$ cat src/rtl/axi_burst_splitter_pkg.sv
// rtl/axi_burst_splitter_pkg.sv - shared AXI constants, helpers and splitter state encoding
package axi_burst_splitter_pkg;

    localparam logic [1:0] AXI_BURST_INCR = 2'b01;
    localparam int         AXI_4K         = 4096;

    typedef enum logic [1:0] {
        ST_IDLE  = 2'd0,
        ST_CALC  = 2'd1,
        ST_ISSUE = 2'd2
    } state_t;

    function automatic int calculate_AXI_OFFSET_W(input int data_w);
        return $clog2(data_w / 8);
    endfunction

    function automatic logic [2:0] calculate_AXI_AXSIZE(input int data_w);
        return 3'($clog2(data_w / 8));
    endfunction

endpackage

$ cat src/rtl/axi_burst_calc.sv
// rtl/axi_burst_calc.sv - combinational size of the next burst from address and bytes remaining
module axi_burst_calc
    import axi_burst_splitter_pkg::*;
#(
    parameter int AXI_DATA_W      = 32,
    parameter int LEN_W           = 20,
    parameter int MAX_BURST_BEATS = 256,
    parameter int OFFSET_W        = 2
) (
    input  logic [11:0]         addr_lo_i,
    input  logic [LEN_W-1:0]    remaining_i,
    output logic [12:0]         bytes_o,
    output logic [7:0]          beats_m1_o,
    output logic [OFFSET_W-1:0] off_o,
    output logic                last_o
);
    localparam int CW       = ((LEN_W > 13) ? LEN_W : 13) + 1;
    localparam int BYTES    = AXI_DATA_W / 8;
    localparam int SHIFT    = calculate_AXI_OFFSET_W(AXI_DATA_W);
    localparam int MAXB_RAW = MAX_BURST_BEATS * BYTES;
    // Anything above 8 KB can never win against the 4 KB limit, so cap it to stay in CW bits.
    localparam int MAXB_CAP = (MAXB_RAW > 8192) ? 8192 : MAXB_RAW;

    logic [CW-1:0] w_off, w_to4k, w_maxb, w_rem, w_min, w_bytes;

    assign w_off   = CW'(addr_lo_i) & CW'(BYTES - 1);
    assign w_to4k  = CW'(AXI_4K) - CW'(addr_lo_i);
    assign w_maxb  = CW'(MAXB_CAP) - w_off;
    assign w_rem   = CW'(remaining_i);
    assign w_min   = (w_to4k < w_maxb) ? w_to4k : w_maxb;
    assign w_bytes = (w_rem < w_min) ? w_rem : w_min;

    // bytes >= 1 here, so floor((off+bytes-1)/BYTES) equals ceil((off+bytes)/BYTES)-1.
    assign beats_m1_o = 8'((w_off + w_bytes - CW'(1)) >> SHIFT);
    assign bytes_o    = 13'(w_bytes);
    assign off_o      = OFFSET_W'(w_off);
    assign last_o     = (w_bytes == w_rem);

endmodule

$ cat src/rtl/axi_burst_splitter.sv
// rtl/axi_burst_splitter.sv - splits a byte transfer into 4 KB-safe AXI INCR address bursts
module axi_burst_splitter
    import axi_burst_splitter_pkg::*;
#(
    parameter int AXI_ADDR_W      = 32,
    parameter int AXI_DATA_W      = 32,
    parameter int LEN_W           = 20,
    parameter int MAX_BURST_BEATS = 256,
    localparam int OFFSET_W = (calculate_AXI_OFFSET_W(AXI_DATA_W) < 1) ? 1
                              : calculate_AXI_OFFSET_W(AXI_DATA_W)
) (
    input  logic                  clk,
    input  logic                  rst_n,
    input  logic                  cmd_valid_i,
    output logic                  cmd_ready_o,
    input  logic [AXI_ADDR_W-1:0] cmd_addr_i,
    input  logic [LEN_W-1:0]      cmd_len_i,
    output logic [AXI_ADDR_W-1:0] m_axi_axaddr_o,
    output logic [7:0]            m_axi_axlen_o,
    output logic [2:0]            m_axi_axsize_o,
    output logic [1:0]            m_axi_axburst_o,
    output logic                  m_axi_axvalid_o,
    input  logic                  m_axi_axready_i,
    output logic [12:0]           burst_bytes_o,
    output logic [OFFSET_W-1:0]   burst_offset_o,
    output logic                  burst_first_o,
    output logic                  burst_last_o,
    output logic                  busy_o,
    output logic                  done_o
);
    localparam int                    BYTES     = AXI_DATA_W / 8;
    localparam logic [AXI_ADDR_W-1:0] ADDR_MASK = AXI_ADDR_W'(BYTES - 1);

    state_t                r_state;
    logic [AXI_ADDR_W-1:0] r_addr, r_axaddr;
    logic [LEN_W-1:0]      r_rem;
    logic [7:0]            r_axlen;
    logic [12:0]           r_bytes;
    logic [OFFSET_W-1:0]   r_offset;
    logic                  r_first, r_last, r_axvalid, r_done;

    logic [12:0]           w_bytes;
    logic [7:0]            w_beats_m1;
    logic [OFFSET_W-1:0]   w_off;
    logic                  w_last;

    axi_burst_calc #(
        .AXI_DATA_W      (AXI_DATA_W),
        .LEN_W           (LEN_W),
        .MAX_BURST_BEATS (MAX_BURST_BEATS),
        .OFFSET_W        (OFFSET_W)
    ) u_calc (
        .addr_lo_i   (r_addr[11:0]),
        .remaining_i (r_rem),
        .bytes_o     (w_bytes),
        .beats_m1_o  (w_beats_m1),
        .off_o       (w_off),
        .last_o      (w_last)
    );

    always_ff @(posedge clk or negedge rst_n) begin
        if (!rst_n) begin
            r_state   <= ST_IDLE;
            r_addr    <= '0;
            r_rem     <= '0;
            r_axaddr  <= '0;
            r_axlen   <= '0;
            r_bytes   <= '0;
            r_offset  <= '0;
            r_first   <= 1'b0;
            r_last    <= 1'b0;
            r_axvalid <= 1'b0;
            r_done    <= 1'b0;
        end else begin
            r_done <= 1'b0;
            case (r_state)
                ST_IDLE: begin
                    if (cmd_valid_i) begin
                        if (cmd_len_i != '0) begin
                            r_addr  <= cmd_addr_i;
                            r_rem   <= cmd_len_i;
                            r_first <= 1'b1;
                            r_state <= ST_CALC;
                        end else begin
                            r_done  <= 1'b1;
                        end
                    end
                end
                ST_CALC: begin
                    r_axaddr  <= r_addr & ~ADDR_MASK;
                    r_axlen   <= w_beats_m1;
                    r_bytes   <= w_bytes;
                    r_offset  <= w_off;
                    r_last    <= w_last;
                    r_axvalid <= 1'b1;
                    r_state   <= ST_ISSUE;
                end
                ST_ISSUE: begin
                    if (m_axi_axready_i) begin
                        r_addr    <= r_addr + AXI_ADDR_W'(r_bytes);
                        r_rem     <= r_rem - LEN_W'(r_bytes);
                        r_first   <= 1'b0;
                        r_axvalid <= 1'b0;
                        if (r_last) begin
                            r_done  <= 1'b1;
                            r_state <= ST_IDLE;
                        end else begin
                            r_state <= ST_CALC;
                        end
                    end
                end
                default: r_state <= ST_IDLE;
            endcase
        end
    end

    assign cmd_ready_o     = (r_state == ST_IDLE);
    assign busy_o          = (r_state != ST_IDLE);
    assign done_o          = r_done;
    assign m_axi_axaddr_o  = r_axaddr;
    assign m_axi_axlen_o   = r_axlen;
    assign m_axi_axsize_o  = calculate_AXI_AXSIZE(AXI_DATA_W);
    assign m_axi_axburst_o = AXI_BURST_INCR;
    assign m_axi_axvalid_o = r_axvalid;
    assign burst_bytes_o   = r_bytes;
    assign burst_offset_o  = r_offset;
    assign burst_first_o   = r_first;
    assign burst_last_o    = r_last;

endmodule

$ cat config.mk
export PLATFORM = sky130hd
export DESIGN_NAME = axi_burst_splitter
export DESIGN_NICKNAME = d
export VERILOG_FILES = /design/src/rtl/axi_burst_splitter_pkg.sv /design/src/rtl/axi_burst_calc.sv /design/src/rtl/axi_burst_splitter.sv
export SDC_FILE = /design/constraint.sdc
export NUM_CORES = 1
export LEC_CHECK = 0
export CAP_MARGIN = 20
export CORE_MARGIN = 2
export CORE_UTILIZATION = 45
export DETAILED_ROUTE_END_ITERATION = 10
export HOLD_SLACK_MARGIN = 0.12
export PLACE_DENSITY = 0.71
export SLEW_MARGIN = 25
export SYNTH_ARGS = -nofsm -noshare
export SYNTH_HDL_FRONTEND = slang
export SYNTH_HIERARCHICAL = 1
export SYNTH_SLANG_ARGS = --single-unit
$ cat constraint.sdc
create_clock -name clk -period 7.35 [get_ports clk]
set_clock_uncertainty 0.15 [all_clocks]
set_input_delay 0.735 -clock clk [delete_from_list [all_inputs] [get_ports clk]]
set_output_delay 0.735 -clock clk [all_outputs]
set_load 0.1 [all_outputs]
# Word level (Yosys, flattened, before mapping)

Cells that the tools add are included.

Flip-flop bits (word level): 111
Input bits: 56
Output and inout port bits: 66
Word-level logic and storage cells: 58

$add $sub $neg: 6
Order comparisons: 2
Equal/unequal tests: 6
Muxes and demuxes: 25
Reductions and logical operators: 8

Operators by type and width:

| kind                                                                  | number |
|---|---|
| 32-bit 2-to-1 mux                                                     | 3 |
| 32-bit case mux with 2 select lines                                   | 1 |
| 20-bit 2-to-1 mux                                                     | 3 |
| 21-bit 2-to-1 mux                                                     | 2 |
| 20-bit case mux with 2 select lines                                   | 1 |
| 32-bit by 13-bit adder with 32-bit output                             | 1 |
| 21-bit by 20-bit equality test with 1-bit output                      | 1 |
| 20-bit by 21-bit less-than comparator with 1-bit output               | 1 |
| 21-bit less-than comparator                                           | 1 |
| 20-bit nonzero test                                                   | 1 |
| 20-bit by 13-bit subtractor with 20-bit output                        | 1 |
| 13-bit by 12-bit subtractor with 14-bit output, first input constant  | 1 |
| 11-bit by 2-bit subtractor with 12-bit output, first input constant   | 1 |
| 2-bit by 10-bit adder with 10-bit output                              | 1 |
| 10-bit by 1-bit subtractor with 10-bit output, second input constant  | 1 |
| 1-bit 2-to-1 mux                                                      | 8 |
| 2-bit 2-to-1 mux                                                      | 3 |
| 1-bit case mux with 2 select lines                                    | 3 |
| 2-bit case mux with 3 select lines                                    | 1 |
| 2-bit nonzero test                                                    | 3 |
| 2-bit inequality test, second input constant                          | 2 |
| 4-bit AND reduction                                                   | 1 |
| 3-bit AND reduction                                                   | 1 |
| 2-bit by 1-bit equality test with 1-bit output, second input constant | 1 |
| other kinds (4)                                                       | 4 |

# Depth between registers and ports, before layout

Depth after elaboration: 7
Gate-level depth with buffers: 37
Depth with buffers taken out: 33

# By module

Netlist, hierarchy kept.

By module, submodules not included:

| module             | instances | cells each | area each (um^2) | sequential area each (um^2) |
|---|---|---|---|---|
| axi_burst_splitter | 1         | 687        | 6,369.9          | 2,777.7 |
| axi_burst_calc     | 1         | 226        | 1,636.6          | 0.0 |

# Worst setup path before layout

OpenSTA, ideal clock, no wires.

Kind: register -> register
Start: reg r_addr[0]
End: reg r_axlen[7], in the netlist m_axi_axlen_o[7]
Library setup time: 125 ps
Data arrival time: 7,022 ps
Required time: 7,075 ps
Path slack: 53 ps
Cell stages (with the launch flop): 37
Path buffers: 4
Period minus slack after synthesis: 7,297 ps
Path through: dfrtp_1 -> inv_1 -> ha_1 -> clkbuf_1 -> nand2_1 -> nor3_1 -> xnor2_1 -> ha_1 -> a41o_1 -> a31o_1 -> a31oi_1 -> o21ai_2 -> buf_2 -> o21ai_0 -> inv_1 -> ha_1 -> a21o_1 -> a21oi_1 -> o211ai_1 -> and4_1 -> or2_2 -> clkbuf_1 -> buf_1 -> mux2_2 -> inv_1 -> ha_1 -> or2_2 -> fa_1 -> nor2b_1 -> o21ai_0 -> nand2b_1 -> a21o_1 -> a21oi_1 -> o21ai_0 -> a21oi_1 -> xnor3_1 -> mux2_2

Longest elaborated chain between the ends: 7
Elaborated cells between the ends (all ways): 8
Classes of those cells: add/sub (4); order compare (2); mux (2)

RTL lines:

| what                                                                                                            | line                                       | text |
|---|---|---|
| start, declared                                                                                                 | axi_burst_splitter.sv:35                   | `logic [AXI_ADDR_W-1:0] r_addr, r_axaddr;` |
| start signal, assigned                                                                                          | axi_burst_splitter.sv:80                   | `r_addr <= cmd_addr_i;` |
| start signal, assigned                                                                                          | axi_burst_splitter.sv:100                  | `r_addr <= r_addr + AXI_ADDR_W'(r_bytes);` |
| 13-bit by 12-bit subtractor with 14-bit output or 11-bit by 2-bit subtractor with 12-bit output (tied branches) | axi_burst_calc.sv:27, axi_burst_calc.sv:28 |  |
| 21-bit less-than comparator                                                                                     | axi_burst_calc.sv:30                       | `assign w_min = (w_to4k < w_maxb) ? w_to4k : w_maxb;` |
| 21-bit 2-to-1 mux *                                                                                             | axi_burst_calc.sv:30                       |  |
| 20-bit by 21-bit less-than comparator with 1-bit output                                                         | axi_burst_calc.sv:31                       | `assign w_bytes = (w_rem < w_min) ? w_rem : w_min;` |
| 21-bit 2-to-1 mux *                                                                                             | axi_burst_calc.sv:31                       |  |
| named net w_bytes[1]                                                                                            | axi_burst_splitter.sv:42                   | `logic [12:0] w_bytes;` |
| 2-bit by 10-bit adder with 10-bit output *                                                                      | axi_burst_calc.sv:34                       | `assign beats_m1_o = 8'((w_off + w_bytes - CW'(1)) >> SHIFT);` |
| 10-bit by 1-bit subtractor with 10-bit output *                                                                 | axi_burst_calc.sv:34                       |  |
| named net w_beats_m1[7]                                                                                         | axi_burst_splitter.sv:43                   | `logic [7:0] w_beats_m1;` |
| end signal, assigned                                                                                            | axi_burst_splitter.sv:91                   | `r_axlen <= w_beats_m1;` |
| end, declared                                                                                                   | axi_burst_splitter.sv:37                   | `logic [7:0] r_axlen;` |

Mark *: on every way through the listed nets, which the timed path passes. The rest lies on a longest branch.
A chain may end at the register's enable or synchronous reset.

# Worst setup path after layout

Start: reg r_addr[4]
End: reg r_axlen[7], in the netlist m_axi_axlen_o[7]

Longest elaborated chain between the ends: 7

RTL lines:

| what                                                    | line                     | text |
|---|---|---|
| 13-bit by 12-bit subtractor with 14-bit output *        | axi_burst_calc.sv:27     | `assign w_to4k = CW'(AXI_4K) - CW'(addr_lo_i);` |
| 21-bit less-than comparator                             | axi_burst_calc.sv:30     |  |
| 21-bit 2-to-1 mux *                                     | axi_burst_calc.sv:30     |  |
| 20-bit by 21-bit less-than comparator with 1-bit output | axi_burst_calc.sv:31     |  |
| 21-bit 2-to-1 mux *                                     | axi_burst_calc.sv:31     |  |
| named net w_bytes[1]                                    | axi_burst_splitter.sv:42 |  |
| 2-bit by 10-bit adder with 10-bit output *              | axi_burst_calc.sv:34     |  |
| 10-bit by 1-bit subtractor with 10-bit output *         | axi_burst_calc.sv:34     |  |
| named net w_beats_m1[7]                                 | axi_burst_splitter.sv:43 |  |

Marks and branches as above.

==> key figures <==
Synth
  • Top cells by area, synth: dfrtp_1 (35%), ha_1 (8.4%), mux2_2 (6.9%), nand2_1 (4.6%), a21oi_1 (3.6%)
  • Avg Cell Area, Syn: between 8 and 9 um^2
  • Seq cells post-synth: between 100 and 150
  • Post-Syn Instances: 913
  • Leading area contributor after synthesis: dfrtp_1
  • Synthesized area: between 0.008 and 0.009 mm^2
  • Sequential-to-total area share from yosys stat: 34.7%
  • Ys Warns: 6
  • Prevailing post-synth register cell: dfrtp_1
  • Top-area cell type share of the netlist area: 34.7%
  • Post-synth ARST share: between 90% and 100%
  • Count leader, synth: dfrtp_1
  • Yosys cell types: 80
  • Post-synth EDFFs: 0
  • Post-synth top cells: dfrtp_1 (111), nand2_1 (99), nor2_1 (69), a21oi_1 (58), ha_1 (54)

Layout
  • Ratio of cells with drive above 1 in the final layout: approximately a tenth
  • Area grow syn2layout: 20.7%
  • Fin area: ~0.0097 mm^2
  • Final cell count without fillers: 1,235
  • Fillcell total: approximately 1,600
  • Final Net Count: 1,118
  • # diodes: 0

GRT
  • Busiest metal layer after global routing: met2
  • Largest net degree at the start of global routing: 72
  • Met3 GRT Util: 4.86%
  • Gr ovfl total: 0
  • Grt met1 use: about 33%
  • First-pass GRT wire length: roughly 35,000 um
  • All-Layer GR Usage: a little under a quarter
  • Met2 usage: 38.3%
  • Vias in the first global route: between 6,000 and 7,000
  • Initial antenna violation count: 1

Routing
  • WL final: ~22,000 um
  • Routed via count: 7,127
  • Drt via density: a little under 6
  • Wire per inst: around 18 um
  • First DRT Iteration DRCs: 558
  • 1st-pass router iterations: 6
  • Final ANT Viol Nets: 0
  • DRC Markers: 0

Job
  • MaxCap Viol Count: 0

Timing
  • Part of the cycle the worst path needs: between 90% and 100%
  • Worst-Margin Slew: between 0.9 and 1 ns
  • Final setup fails: 0
  • Hold Slack: between 0.15 and 0.2 ns
  • Fin crit period: between 7 and 8 ns
  • Final Hold Fails: 0
  • Slew Limit Fails: 0
  • Max_slew headroom: roughly 34%
  • Upper clock frequency limit: 143 MHz

Clocking
  • Num Clock Sinks: 111
  • Reg clk slew, reported paths: 0.08 ns
  • CTS tree: built
  • CTS root buffer: clkbuf_16
  • Worst skew pair latency: ~0.36 ns
  • Hold buffers post-CTS: 0
  • H-tree levels: 3
  • Cts bufs inserted: 9
  • Clock buffer depth: 2

Placed design
  • Placed cell areas: a little over 0.009 mm^2
  • Number of port buffers: approximately 110
  • Placed Instances: about 1,200
  • Routability cong.: roughly 0.94
  • DP HPWL: 16,200 um

Critical path
  • Worst-path maximum fanout: 8
  • Crit path launch type: flip-flop
  • Worst EP required: between 7 and 8 ns
  • Max incr delay on CP: 0.51 ns
  • Slowest CP cell: or3_1
  • Setup CP Type: reg2reg
  • Arrival time at the worst endpoint: a little over 7 ns
  • Critical path endpoint category: flip-flop

Floorplan
  • Io pins: 122
  • Die width: between 100 and 150 um
  • Die Y: approximately 140 um
  • FP Rows: 48
  • Initial Util: between 40% and 50%
  • Placeable Area: roughly 0.017 mm^2
  • Die ar.: roughly 0.019 mm^2

Min path
  • Class of the worst hold path: in2async

Status
  • Status: complete, no violations
[cells by family after synthesis]
group | after synthesis | share of synthesized area [%]
AO/OA/AOI/OAI | 247 | 20.0
XOR/XNOR | 36 | 4.28
adder cells (fa/ha/maj) | 57 | 9.19
buffers and inverters | 103 | 5.55
flip-flops | 111 | 34.7
multiplexers | 62 | 8.53
other | 3 | 0.141
AND/OR/NAND/NOR | 294 | 17.6
[critical path: cells and delay by family (launching register included)]
family	cells	cell delay, ns
flip-flops	1	0.48
AO/OA/AOI/OAI	11	1.97
adder cells (fa/ha/maj)	4	1.24
XOR/XNOR	2	0.55
buffers and inverters	2	0.24
AND/OR/NAND/NOR	7	1.73
multiplexers	2	0.55
[final timing paths]
kind | start | to | slack [ns] | depth (start not counted)
worst max-delay path | r_addr[4] | m_axi_axlen_o[7] | 0.35 | 28
worst min-delay path | rst_n | m_axi_axlen_o[1] | 0.19 | 1
worst max register to register | r_addr[4] | m_axi_axlen_o[7] | 0.35 | 28
worst min register to register | m_axi_axlen_o[2] | m_axi_axlen_o[2] | 0.36 | 1
max in group asynchronous | rst_n | m_axi_axaddr_o[26] | 5.51 | 2
min in group clk | m_axi_axlen_o[2] | m_axi_axlen_o[2] | 0.36 | 1
[layer usage]
metal  share of wire, %  wire length, um  vias to the layer above
li1                   -                -                     3470
met1                 46            10300                     3408
met2                 46            10300                      208
met3                5.5             1240                       41
met4                2.6              582                        0
met5                  0                0                        -
[per-stage QoR]
stage	setup TNS (ns)	setup slack [ns]	util, %
3_3_place_gp	0	0.396	53.5
2_1_floorplan	0	0.0530	-
6_report	0	0.346	55.7
4_1_cts	0	0.239	55.1
3_5_place_dp	0	0.251	53.5
5_1_grt	-0.0324	-0.0324	55.7
[flip-flops by register name, summed over array words and instances, names as in the netlist]
register         cells
r_rem               20
done_o               1
m_axi_axvalid_o      1
m_axi_axaddr_o      30
burst_last_o         1
burst_offset_o       2
burst_bytes_o       13
r_addr              32
r_state              2
burst_first_o        1
m_axi_axlen_o        8
[cell type report]
class | count | area, um^2 | share of cell area (%)
Clock inverter | 6 | 52.6 | 0.544
Sequential cell | 111 | 2780 | 28.7
Inverter | 52 | 195 | 2.02
Clock buffer | 10 | 229 | 2.37
Tap cell | 225 | 282 | 2.91
Multi-Input combinational cell | 706 | 4910 | 50.8
Timing Repair Buffer | 125 | 1220 | 12.6
[placed cells by master, fill, tap and decap left out, drive strengths merged, types with 24 or more instances in the layout]
cell type | synthesis | final
a21oi | 58 | 58
dfrtp | 111 | 111
inv | 52 | 55
nor2 | 69 | 69
ha | 54 | 54
a31oi | 24 | 24
clkdlybuf4s50 | 0 | 113
nand2 | 99 | 99
mux2 | 50 | 50
o21ai | 63 | 64
[timing repair]
item                                    4_1_cts  5_1_grt
endpoints found under the setup margin        0        3
resized for setup                             0       13
setup buffers                                 0        2
Power is not shown: default switching activity piles up to over one toggle a cycle in this logic, so the estimate is an artifact.
